==> config.mk <==
export PLATFORM = sky130hd
export DESIGN_NAME = boss_sprite_reader
export DESIGN_NICKNAME = d
export VERILOG_FILES = /design/src/rtl/boss_pkg.sv /design/src/rtl/boss_addr_gen.sv /design/src/rtl/boss_sprite_reader.sv
export SDC_FILE = /design/constraint.sdc
export NUM_CORES = 1
export LEC_CHECK = 0
export ABC_AREA = 1
export CAP_MARGIN = 20
export CORE_MARGIN = 3
export CORE_UTILIZATION = 55
export DETAILED_ROUTE_END_ITERATION = 6
export GPL_TIMING_DRIVEN = 0
export PLACE_DENSITY = 0.79
export RECOVER_POWER = 100
export SYNTH_ARGS = -nofsm -noshare
export SYNTH_HDL_FRONTEND = slang
export SYNTH_SLANG_ARGS = --single-unit
export TNS_END_PERCENT = 100
==> constraint.sdc <==
create_clock -name Clk -period 8.9 [get_ports Clk]
set_input_delay 2.67 -clock Clk [delete_from_list [all_inputs] [get_ports Clk]]
set_output_delay 2.67 -clock Clk [all_outputs]
set_load 0.05 [all_outputs]
==> src/rtl/boss_pkg.sv <==
// Shared constants and types for the boss sprite reader: sprite geometry,
// special palette indices and the damage-flash state encoding.
package boss_pkg;
  localparam int BOSS_W     = 185;
  localparam int BOSS_H     = 150;
  localparam int BOSS_DEPTH = 27750;
  localparam int ADDR_W     = 19;

  localparam logic [3:0] TRANSPARENT_IDX = 4'h0;
  localparam logic [3:0] FLASH_IDX       = 4'hF;
  localparam logic [4:0] FLASH_FRAMES    = 5'd16;

  typedef enum logic {
    ST_IDLE,
    ST_FLASH
  } flash_state_t;
endpackage

==> src/rtl/boss_addr_gen.sv <==
// Stage 1 of the sprite pipeline: box hit test against the shadowed sprite
// position and registered sprite RAM address (row*BOSS_W + col).
module boss_addr_gen
  import boss_pkg::*;
(
  input  logic              Clk,
  input  logic              Reset,
  input  logic [9:0]        i_draw_x,
  input  logic [9:0]        i_draw_y,
  input  logic              i_pixel_valid,
  input  logic [9:0]        i_sx,
  input  logic [9:0]        i_sy,
  input  logic              i_flip,
  output logic [ADDR_W-1:0] o_read_address,
  output logic              o_hit
);

  logic              w_in_x;
  logic              w_in_y;
  logic              w_hit;
  logic [7:0]        w_dx;
  logic [7:0]        w_dy;
  logic [7:0]        w_col;
  logic [ADDR_W-1:0] w_addr;
  logic [ADDR_W-1:0] r_read_address;
  logic              r_hit;

  // 11-bit compare so a sprite near x=1023 cannot wrap its right edge to 0.
  assign w_in_x = ({1'b0, i_draw_x} >= {1'b0, i_sx}) &&
                  ({1'b0, i_draw_x} <  ({1'b0, i_sx} + 11'(BOSS_W)));
  assign w_in_y = ({1'b0, i_draw_y} >= {1'b0, i_sy}) &&
                  ({1'b0, i_draw_y} <  ({1'b0, i_sy} + 11'(BOSS_H)));
  assign w_hit  = i_pixel_valid && w_in_x && w_in_y;

  assign w_dx   = 8'(i_draw_x - i_sx);
  assign w_dy   = 8'(i_draw_y - i_sy);
  assign w_col  = i_flip ? (8'(BOSS_W - 1) - w_dx) : w_dx;
  assign w_addr = ADDR_W'(w_dy) * ADDR_W'(BOSS_W) + ADDR_W'(w_col);

  // NOTE: non-blocking assignments in the clocked block; the async reset
  // clears the pipeline the moment Reset rises, not at the next edge.
  always_ff @(posedge Clk or posedge Reset) begin
    if (Reset) begin
      r_read_address <= '0;
      r_hit          <= 1'b0;
    end else begin
      r_hit <= w_hit;
      if (w_hit) r_read_address <= w_addr;
    end
  end

  assign o_read_address = r_read_address;
  assign o_hit          = r_hit;

endmodule

==> src/rtl/boss_sprite_reader.sv <==
// Boss sprite reader: frame-synchronous position shadowing, two-stage pixel
// pipeline into the sprite RAM, transparency and damage-flash recolouring.
module boss_sprite_reader
  import boss_pkg::*;
(
  input  logic              Clk,
  input  logic              Reset,
  input  logic [9:0]        DrawX,
  input  logic [9:0]        DrawY,
  input  logic              pixel_valid,
  input  logic              frame_start,
  input  logic [9:0]        boss_x,
  input  logic [9:0]        boss_y,
  input  logic              flip,
  input  logic              hit_pulse,
  input  logic [3:0]        ram_data,
  output logic [ADDR_W-1:0] read_address,
  output logic              is_boss,
  output logic [3:0]        palette_idx,
  output logic              flashing
);

  logic [9:0]   r_sx;
  logic [9:0]   r_sy;
  logic         r_flip;
  logic         r_hit2;
  flash_state_t r_state;
  logic [4:0]   r_count;
  logic         w_hit1;
  logic         w_flash_on;

  // Position only moves at frame boundaries so a frame is never torn.
  always_ff @(posedge Clk or posedge Reset) begin
    if (Reset) begin
      r_sx   <= '0;
      r_sy   <= '0;
      r_flip <= 1'b0;
    end else if (frame_start) begin
      r_sx   <= boss_x;
      r_sy   <= boss_y;
      r_flip <= flip;
    end
  end

  boss_addr_gen u_addr_gen (
    .Clk            (Clk),
    .Reset          (Reset),
    .i_draw_x       (DrawX),
    .i_draw_y       (DrawY),
    .i_pixel_valid  (pixel_valid),
    .i_sx           (r_sx),
    .i_sy           (r_sy),
    .i_flip         (r_flip),
    .o_read_address (read_address),
    .o_hit          (w_hit1)
  );

  always_ff @(posedge Clk or posedge Reset) begin
    if (Reset) r_hit2 <= 1'b0;
    else       r_hit2 <= w_hit1;
  end

  // A new hit always restarts the flash, even on a frame_start cycle.
  always_ff @(posedge Clk or posedge Reset) begin
    if (Reset) begin
      r_state <= ST_IDLE;
      r_count <= '0;
    end else if (hit_pulse) begin
      r_state <= ST_FLASH;
      r_count <= FLASH_FRAMES;
    end else if (r_state == ST_FLASH && frame_start) begin
      if (r_count == 5'd1) begin
        r_state <= ST_IDLE;
        r_count <= '0;
      end else begin
        r_count <= r_count - 5'd1;
      end
    end
  end

  assign w_flash_on = (r_state == ST_FLASH) && r_count[0];
  assign flashing   = (r_state == ST_FLASH);
  assign is_boss    = r_hit2 && (ram_data != TRANSPARENT_IDX);

  // NOTE: every always_comb output gets a default first so no latch is inferred.
  always_comb begin
    palette_idx = TRANSPARENT_IDX;
    if (is_boss) palette_idx = w_flash_on ? FLASH_IDX : ram_data;
  end

endmodule
==> impl_metrics.py, run 1 <==
metrics = {
    "cts": {
        "cts_htree_levels": 2,
        "cts_tree": "yes",
        "cts_hold_buf": 0,
        "root_buffer": "clkbuf_8",
        "cts.clk_slew.worst_paths_ps": 100,
        "cts.sinks": 46,
        "clk_path_buf_depth": 2,
        "numCtsBuffers": 5,
        "cts.repair.resized": 0,
        "clk_latency_ps": 310,
        "cts_setup_buffers": 0,
    },
    "sta": {
        "setup_viol": 0,
        "post-route-period-util_pct": 91.92,
        "skew_ps": 11.44,
        "hold_viol_final": 0,
        "rsz0062_at_grt": "no",
        "max_clock_freq_mhz": 122.2,
        "fin_tns_setup_ps": 0,
        "period_minus_slack_ps": 8181,
        "tightest_slew_ps": 1270,
        "relSlewSlack_pct": 15.35,
        "final_max_slew_viol_count": 0,
    },
    "grt": {
        "grt_max_degree": 25,
        "gr-total-overflow": 0,
        "grt_pass1_vias": 4727,
        "grtUsageTotal_pct": 22.97,
        "grt_pass1_wl_um": 21090,
        "grtUsageMet1_pct": 30.24,
        "grt.busiest_layer": "met2",
        "antenna_found_initial": 0,
        "use_met2_pct": 40.01,
        "use_met3_pct": 2.903,
    },
    "synth": {
        "synth_top_area_share_pct": 23.39,
        "synth_edf_count": 0,
        "ys_warn_count": 0,
        "seq_area_frac_synth_pct": 21.30,
        "avgSynthCellArea_um2": 7.622,
        "synth_top_cell_by_area": "ha_1",
        "async_flop_share_pct": 100.0,
        "synth_area_um2": 5404,
        "ys_seq_elements": 46,
        "synth_ff_type": "dfrtp_1",
        "syn_inst": 709,
        "synth_cell_types": 37,
        "synthTopCellsByArea": "ha_1 23%, dfrtp_1 21%, nand2_1 11%",
    },
    "detailed_routing": {
        "firstDrtPassIters": 5,
        "vias": 4855,
        "drcViolationCount": 0,
        "via_per_inst": 5.277,
        "drtIter0Drc": 215,
        "drt_wl_total_um": 12360,
        "ant_nets": 0,
        "wl_per_cell_um": 13.44,
    },
    "critical_path": {
        "cpPeakStageDelay_ps": 540,
        "arrival_ps": 8390,
        "critical_path.top_delay_family": "adder cells",
        "crit_top_cell": "inv_1",
        "crit_fanout": 5,
        "cp_slowest_cell": "dlygate4sd3_1",
        "path_buf_inv": 10,
        "critical_path_class": "in2reg",
        "end_kind": "flip-flop",
        "critPathRequiredTime_ps": 9110,
        "crit_path_start_kind": "primary input",
    },
    "worst_hold_path": {
        "hold_class": "reg2reg",
    },
    "status": {
        "status": "finished clean",
    },
    "floorplanning": {
        "dieArea_um2": 11050,
        "dieHeight_um": 105.1,
        "pin_count": 75,
        "die_x_um": 105.1,
        "core_um2": 9415,
        "initial_utilization_pct": 57.40,
        "row_count": 35,
    },
    "cells_and_area": {
        "area.growth.synth_to_final_pct": 17.64,
        "fin_nets": 964,
        "antennaDiodeCount": 0,
        "drive_gt1_share_pct": 2.402,
        "mostFrequentLayoutCells": "160 x nand2_1, 127 x inv_1, 101 x ha_1, 46 x dfrtp_1, 45 x clkdlybuf4s50_1",
        "layout_commonest_cell": "nand2_1",
    },
    "run": {
        "max-cap-violations": 0,
    },
    "place": {
        "place.port_buffers": 72,
        "hpwl_um": 10480,
        "gp_congestion": 0.9398,
    },
}
==> Yosys cell counts, types with 2 or more instances <==
library cell  number
fa_1              23
xor2_1            27
nor4_1             2
buf_4              3
inv_2              2
o21ai_1            2
a21oi_1           38
o21bai_1           2
a21o_1             2
nor2_1            43
ha_1             101
inv_1            127
dfrtp_1           46
buf_2              2
nand2_1          160
o21ai_0           34
a21boi_0           2
nor3_1             3
nand4_1           26
nand2_2            2
xnor2_1           10
nand3_1           33
clkbuf_1           5
==> final timing paths <==
kind / slack, ps / depth (start not counted) / to / from
min in group asynchronous: 2980 / 2 / r_count[4] / Reset
setup / recovery: 720 / 33 / u_addr_gen.o_read_address[12] / DrawX[0]
hold reg to reg: 340 / 0 / r_hit2 / u_addr_gen.o_hit
max in group asynchronous: 4260 / 3 / u_addr_gen.o_read_address[10] / Reset
setup reg to reg: 3280 / 31 / u_addr_gen.o_read_address[12] / r_sx[0]
hold / removal: 340 / 0 / r_hit2 / u_addr_gen.o_hit
==> per-stage QoR <==
step / util [%] / cell area, um2 / instances / hold WS, ps / setup WS [ps]
5_1_grt: 67.52 / 6357 / 920 / 349.3 / 313.8
4_1_cts: 68.07 / 6409 / 920 / 347.0 / 874.3
3_5_place_dp: 67.10 / 6317 / 912 / 341.3 / 567.5
2_1_floorplan: - / 5408 / 710 / 331.2 / 1636
3_3_place_gp: 66.80 / 6290 / 911 / 335.9 / 721.2
6_report: 67.52 / 6357 / 920 / 344.5 / 718.8
==> routing by layer <==
| layer | part of all wire, % | up-vias |
|---|---|---|
| met5 | 0 | - |
| met4 | 0.99 | 0 |
| met3 | 4.3 | 8 |
| met2 | 49 | 112 |
| met1 | 45 | 2290 |
| li1 | - | 2445 |
==> kinds of logic after synthesis <==
group	share of synthesized area [%]
and+or+nand+nor	22.02
buffers and inverters	10.12
adders and majority gates	31.91
AOI/OAI and AO/OA	8.381
DFF	21.30
xor gates and xnor gates	5.997
other	0.06939
muxes	0.2084
==> flip-flops by register name, summed over array words and instances, names as in the netlist <==
| signal | flops |
|---|---|
| u_addr_gen.o_hit | 1 |
| r_count | 5 |
| flashing | 1 |
| r_sy | 10 |
| r_hit2 | 1 |
| u_addr_gen.o_read_address | 17 |
| r_sx | 10 |
| r_flip | 1 |
==> cell type report <==
class                   instances  area (um2)
plain buffers                  11       55.05
clock buffers                   7       86.33
clock inverters                 1       5.005
fillers                       835        3058
inverters                     129       484.2
multi-input cells             524        3690
flip-flops and latches         46        1151
well taps                     129       161.4
repair buffers                 73       724.4
Power of run 1 is not shown: default switching activity piles up to over one toggle a cycle in this logic, so the estimate is an artifact.
==> run 2, diff against run 1 <==
--- a/config.mk
+++ b/config.mk
@@ -7,7 +7,6 @@
 export LEC_CHECK = 0
 export ABC_AREA = 1
 export CAP_MARGIN = 20
-export CORE_MARGIN = 3
 export CORE_UTILIZATION = 55
 export DETAILED_ROUTE_END_ITERATION = 6
 export GPL_TIMING_DRIVEN = 0
@@ -16,4 +15,3 @@
 export SYNTH_ARGS = -nofsm -noshare
 export SYNTH_HDL_FRONTEND = slang
 export SYNTH_SLANG_ARGS = --single-unit
-export TNS_END_PERCENT = 100
==> impl_metrics.py, run 2 (synthesis results as in run 1) <==
metrics = {
    "sta": {
        "fin_ws_ps": 751.1,
        "final_max_slew_viol_count": 0,
        "skew_ps": 12.16,
        "tightest_slew_ps": 1312,
        "period_minus_slack_ps": 8149,
        "post-route-period-util_pct": 91.56,
        "fin_tns_setup_ps": 0,
        "hold_viol_final": 0,
        "whs_ps": 378.2,
        "relSlewSlack_pct": 12.54,
        "rsz0062_at_grt": "no",
        "max_clock_freq_mhz": 122.7,
        "setup_viol": 0,
    },
    "floorplanning": {
        "row_count": 35,
        "initial_utilization_pct": 57.66,
        "dieHeight_um": 101.1,
        "die_x_um": 101.1,
        "dieArea_um2": 10230,
        "core_um2": 9371,
        "pin_count": 75,
    },
    "detailed_routing": {
        "dr_wl_met2_um": 5957,
        "drt_wl_total_um": 12190,
        "ant_nets": 0,
        "via_per_inst": 5.232,
        "drcViolationCount": 0,
        "vias": 4813,
        "met1_length_um": 5691,
        "drtIter0Drc": 224,
        "top_layer": "met4",
        "met3_length_um": 381,
        "wl_per_cell_um": 13.25,
        "firstDrtPassIters": 5,
    },
    "cts": {
        "numCtsBuffers": 5,
        "clk_path_buf_depth": 2,
        "cts_htree_levels": 2,
        "cts.clk_slew.worst_paths_ps": 100,
        "cts_tree": "yes",
        "cts.repair.resized": 0,
        "clk_latency_ps": 310,
        "cts.sinks": 46,
        "cts_hold_buf": 0,
        "cts_setup_buffers": 0,
        "root_buffer": "clkbuf_8",
    },
    "grt": {
        "antenna_found_initial": 0,
        "grt_max_degree": 25,
        "grt_pass1_wl_um": 20400,
        "grt_pass1_vias": 4685,
        "grtUsageTotal_pct": 24.98,
        "gr-total-overflow": 0,
    },
    "cells_and_area": {
        "layout_commonest_cell": "nand2_1",
        "multiInputGateArea_um2": 3690,
        "drive_gt1_share_pct": 2.402,
        "area.growth.synth_to_final_pct": 17.64,
        "largest_reg_flops": 17,
        "register_area_um2": 1151,
        "fin_nets": 964,
        "antennaDiodeCount": 0,
        "mostFrequentLayoutCells": "160 x nand2_1, 127 x inv_1, 101 x ha_1, 46 x dfrtp_1, 45 x clkdlybuf4s50_1",
        "fin_area_um2": 6357,
        "fillers": 851,
    },
    "place": {
        "place_area_um2": 6317,
        "pre_cts_slack_ps": 590.7,
        "gp_congestion": 0.8932,
        "place.port_buffers": 72,
        "hpwl_um": 10140,
    },
    "critical_path": {
        "end_kind": "flip-flop",
        "critical_path_class": "in2reg",
        "crit_path_start_kind": "primary input",
        "cpPeakStageDelay_ps": 530,
        "crit_fanout": 5,
        "arrival_ps": 8350,
        "path_buf_inv": 10,
        "crit_top_cell": "inv_1",
        "critical_path.top_delay_family": "adder cells",
        "cp_slowest_cell": "dlygate4sd3_1",
        "critPathRequiredTime_ps": 9100,
    },
    "status": {
        "status": "finished clean",
    },
    "worst_hold_path": {
        "hold_class": "reg2reg",
    },
    "run": {
        "max-cap-violations": 0,
    },
}
-- run 2: cell counts in the layout (fill, tap and decap cells not counted) --
No cell type changed its count.
-- run 2: layout make-up --
| class | instances | share of cell area (%) |
|---|---|---|
| Multi-Input combinational cell | 524 | 58.04 |
| Sequential cell | 46 | 18.11 |
| Timing Repair Buffer | 73 | 11.40 |
| Inverter | 129 | 7.617 |
| Tap cell | 129 | 2.539 |
| Clock buffer | 7 | 1.358 |
| Buffer | 11 | 0.8660 |
| Clock inverter | 1 | 0.07872 |
-- run 2: final timing paths --
| path | to | depth (start not counted) | start | slack, ps |
|---|---|---|---|---|
| hold reg to reg | r_hit2 | 0 | u_addr_gen.o_hit | 380 |
| setup reg to reg | u_addr_gen.o_read_address[12] | 31 | r_sx[0] | 3320 |
| min in group asynchronous | r_count[0] | 2 | Reset | 2980 |
| setup / recovery | u_addr_gen.o_read_address[12] | 33 | DrawX[0] | 750 |
| hold / removal | r_hit2 | 0 | u_addr_gen.o_hit | 380 |
| max in group asynchronous | r_flip | 3 | Reset | 4220 |
-- run 2: metal layers --
metal | global-route usage [%] | up-vias
li1 | - | 2450
met1 | 32.91 | 2255
met2 | 44.06 | 95
met3 | 2.566 | 13
met4 | 6.020 | 0
met5 | 0 | -
-- run 2: through the flow --
step | util [%] | instances
floorplan | - | 710
CTS | 68.38 | 920
global route | 67.84 | 920
detailed placement | 67.41 | 912
global placement | 67.12 | 911
finish | 67.84 | 920
-- run 2: worst reg2reg max path: cells and delay by family, from the launching register on --
kind / cells / cell delay [ps]
XOR/XNOR: 1 / 200
AND/OR/NAND/NOR: 13 / 1080
buffers and inverters: 8 / 500
flip-flops: 1 / 400
adder cells (fa/ha/maj): 7 / 2740
AO/OA/AOI/OAI: 2 / 570
Power of run 2 is left out for the same reason.
==> run 3, diff against run 2 <==
--- a/config.mk
+++ b/config.mk
@@ -8,6 +8,7 @@
 export ABC_AREA = 1
 export CAP_MARGIN = 20
 export CORE_UTILIZATION = 55
+export CTS_BUF_LIST = sky130_fd_sc_hd__clkbuf_2
 export DETAILED_ROUTE_END_ITERATION = 6
 export GPL_TIMING_DRIVEN = 0
 export PLACE_DENSITY = 0.79
==> constraint.sdc (replaced) <==
create_clock -name Clk -period 10 [get_ports Clk]
set_input_delay 3 -clock Clk [delete_from_list [all_inputs] [get_ports Clk]]
set_output_delay 3 -clock Clk [all_outputs]
set_load 0.05 [all_outputs]
==> impl_metrics.py, run 3 (synthesis results as in run 1) <==
metrics = {
    "critical_path": {
        "end_kind": "flip-flop",
        "reg2regPathDepth": 30,
        "timing.rr.end": "u_addr_gen.o_read_address[12]",
        "crit_path_start_kind": "primary input",
        "critical_path_class": "in2reg",
        "crit_top_cell": "inv_1",
        "r2r_slack_ps": 4340,
        "reg2reg_from": "r_sx[0]",
        "crit_fanout": 5,
        "arrival_ps": 8770,
        "critPathRequiredTime_ps": 10380,
        "cp_slowest_cell": "dlygate4sd3_1",
        "cpPeakStageDelay_ps": 530,
    },
    "worst_hold_path": {
        "min-delay-start": "u_addr_gen.o_hit",
        "min_to": "r_hit2",
        "hold_class": "reg2reg",
        "hold_depth": 0,
    },
    "cts": {
        "cts_htree_levels": 2,
        "cts.clk_slew.worst_paths_ps": 240,
        "clk_path_buf_depth": 2,
        "cts.repair.resized": 0,
        "cts.sinks": 46,
        "numCtsBuffers": 5,
        "cts_setup_buffers": 0,
        "cts_tree": "yes",
        "root_buffer": "clkbuf_2",
        "cts_hold_buf": 0,
        "clk_latency_ps": 460,
    },
    "cells_and_area": {
        "register_area_um2": 1151,
        "fin_nets": 964,
        "mostFrequentLayoutCells": "160 x nand2_1, 127 x inv_1, 101 x ha_1, 46 x dfrtp_1, 45 x clkdlybuf4s50_1",
        "largest_reg_flops": 17,
        "antennaDiodeCount": 0,
        "layout_commonest_cell": "nand2_1",
        "fillers": 863,
        "drive_gt1_share_pct": 2.402,
        "area.growth.synth_to_final_pct": 16.67,
        "multiInputGateArea_um2": 3690,
    },
    "detailed_routing": {
        "vias": 4808,
        "via_per_inst": 5.226,
        "ant_nets": 0,
        "drcViolationCount": 0,
        "drt_wl_total_um": 12080,
        "drtIter0Drc": 145,
        "firstDrtPassIters": 5,
        "wl_per_cell_um": 13.13,
    },
    "floorplanning": {
        "die_x_um": 101.1,
        "dieHeight_um": 101.1,
        "dieArea_um2": 10230,
        "core_um2": 9371,
        "initial_utilization_pct": 57.66,
        "pin_count": 75,
        "row_count": 35,
    },
    "grt": {
        "grt_pass1_vias": 4649,
        "gr-total-overflow": 0,
        "antenna_found_initial": 0,
        "grt_max_degree": 25,
        "grtUsageTotal_pct": 24.77,
        "grt_pass1_wl_um": 20220,
    },
    "sta": {
        "final_max_slew_viol_count": 0,
        "hold_viol_final": 0,
        "fin_tns_setup_ps": 0,
        "setup_viol": 0,
        "rsz0062_at_grt": "no",
        "relSlewSlack_pct": 11.88,
        "tightest_slew_ps": 1322,
        "max_clock_freq_mhz": 119.2,
        "post-route-period-util_pct": 83.89,
        "whs_ps": 403.9,
        "skew_ps": 46.66,
        "period_minus_slack_ps": 8389,
        "fin_ws_ps": 1611,
    },
    "run": {
        "max-cap-violations": 0,
    },
    "place": {
        "gp_congestion": 0.8932,
        "place.port_buffers": 72,
        "pre_cts_slack_ps": 1361,
        "hpwl_um": 10140,
    },
    "status": {
        "status": "finished clean",
    },
}
==> run 3: critical path, delay by kind of cell <==
kind                       cells  cell delay (ps)
buffers and inverters         10             1120
xor gates and xnor gates       1              200
and+or+nand+nor               12             1110
AOI/OAI and AO/OA              2              610
adders and majority gates      7             2720
==> run 3: stage by stage <==
stage / instances / utilization [%] / area [um2]
after CTS: 920 / 67.82 / 6356
after floorplan: 710 / - / 5408
final: 920 / 67.28 / 6305
after global placement: 911 / 67.12 / 6290
after global routing: 920 / 67.28 / 6305
after detailed placement: 912 / 67.41 / 6317
==> run 3: worst max-delay path by stage <==
stage	cells after the start	startpoint	slack [ps]	endpoint
final	32	DrawX[0]	1610	u_addr_gen.o_read_address[12]
after global routing	33	DrawX[0]	1170	u_addr_gen.o_read_address[12]
after CTS	33	DrawX[0]	1820	u_addr_gen.o_read_address[12]
after detailed placement	33	DrawX[0]	1360	u_addr_gen.o_read_address[12]
after global placement	33	DrawX[0]	1450	u_addr_gen.o_read_address[12]
after floorplan	32	DrawX[0]	2410	u_addr_gen.o_read_address[12]
==> run 3: per-layer routing <==
metal | track usage (%) | share of wire, %
met4 | 6.020 | 1.2
met2 | 43.33 | 48
met3 | 2.774 | 3.9
met5 | 0 | 0
met1 | 32.78 | 46
==> run 3: area by class of cell <==
type	count	area share, %
clock buffers	6	0.4763
multi-input cells	524	58.52
well taps	129	2.560
repair buffers	73	11.49
inverters	129	7.680
plain buffers	11	0.8732
flip-flops and latches	46	18.26
clock inverters	2	0.1389
Power of run 3 is left out for the same reason.
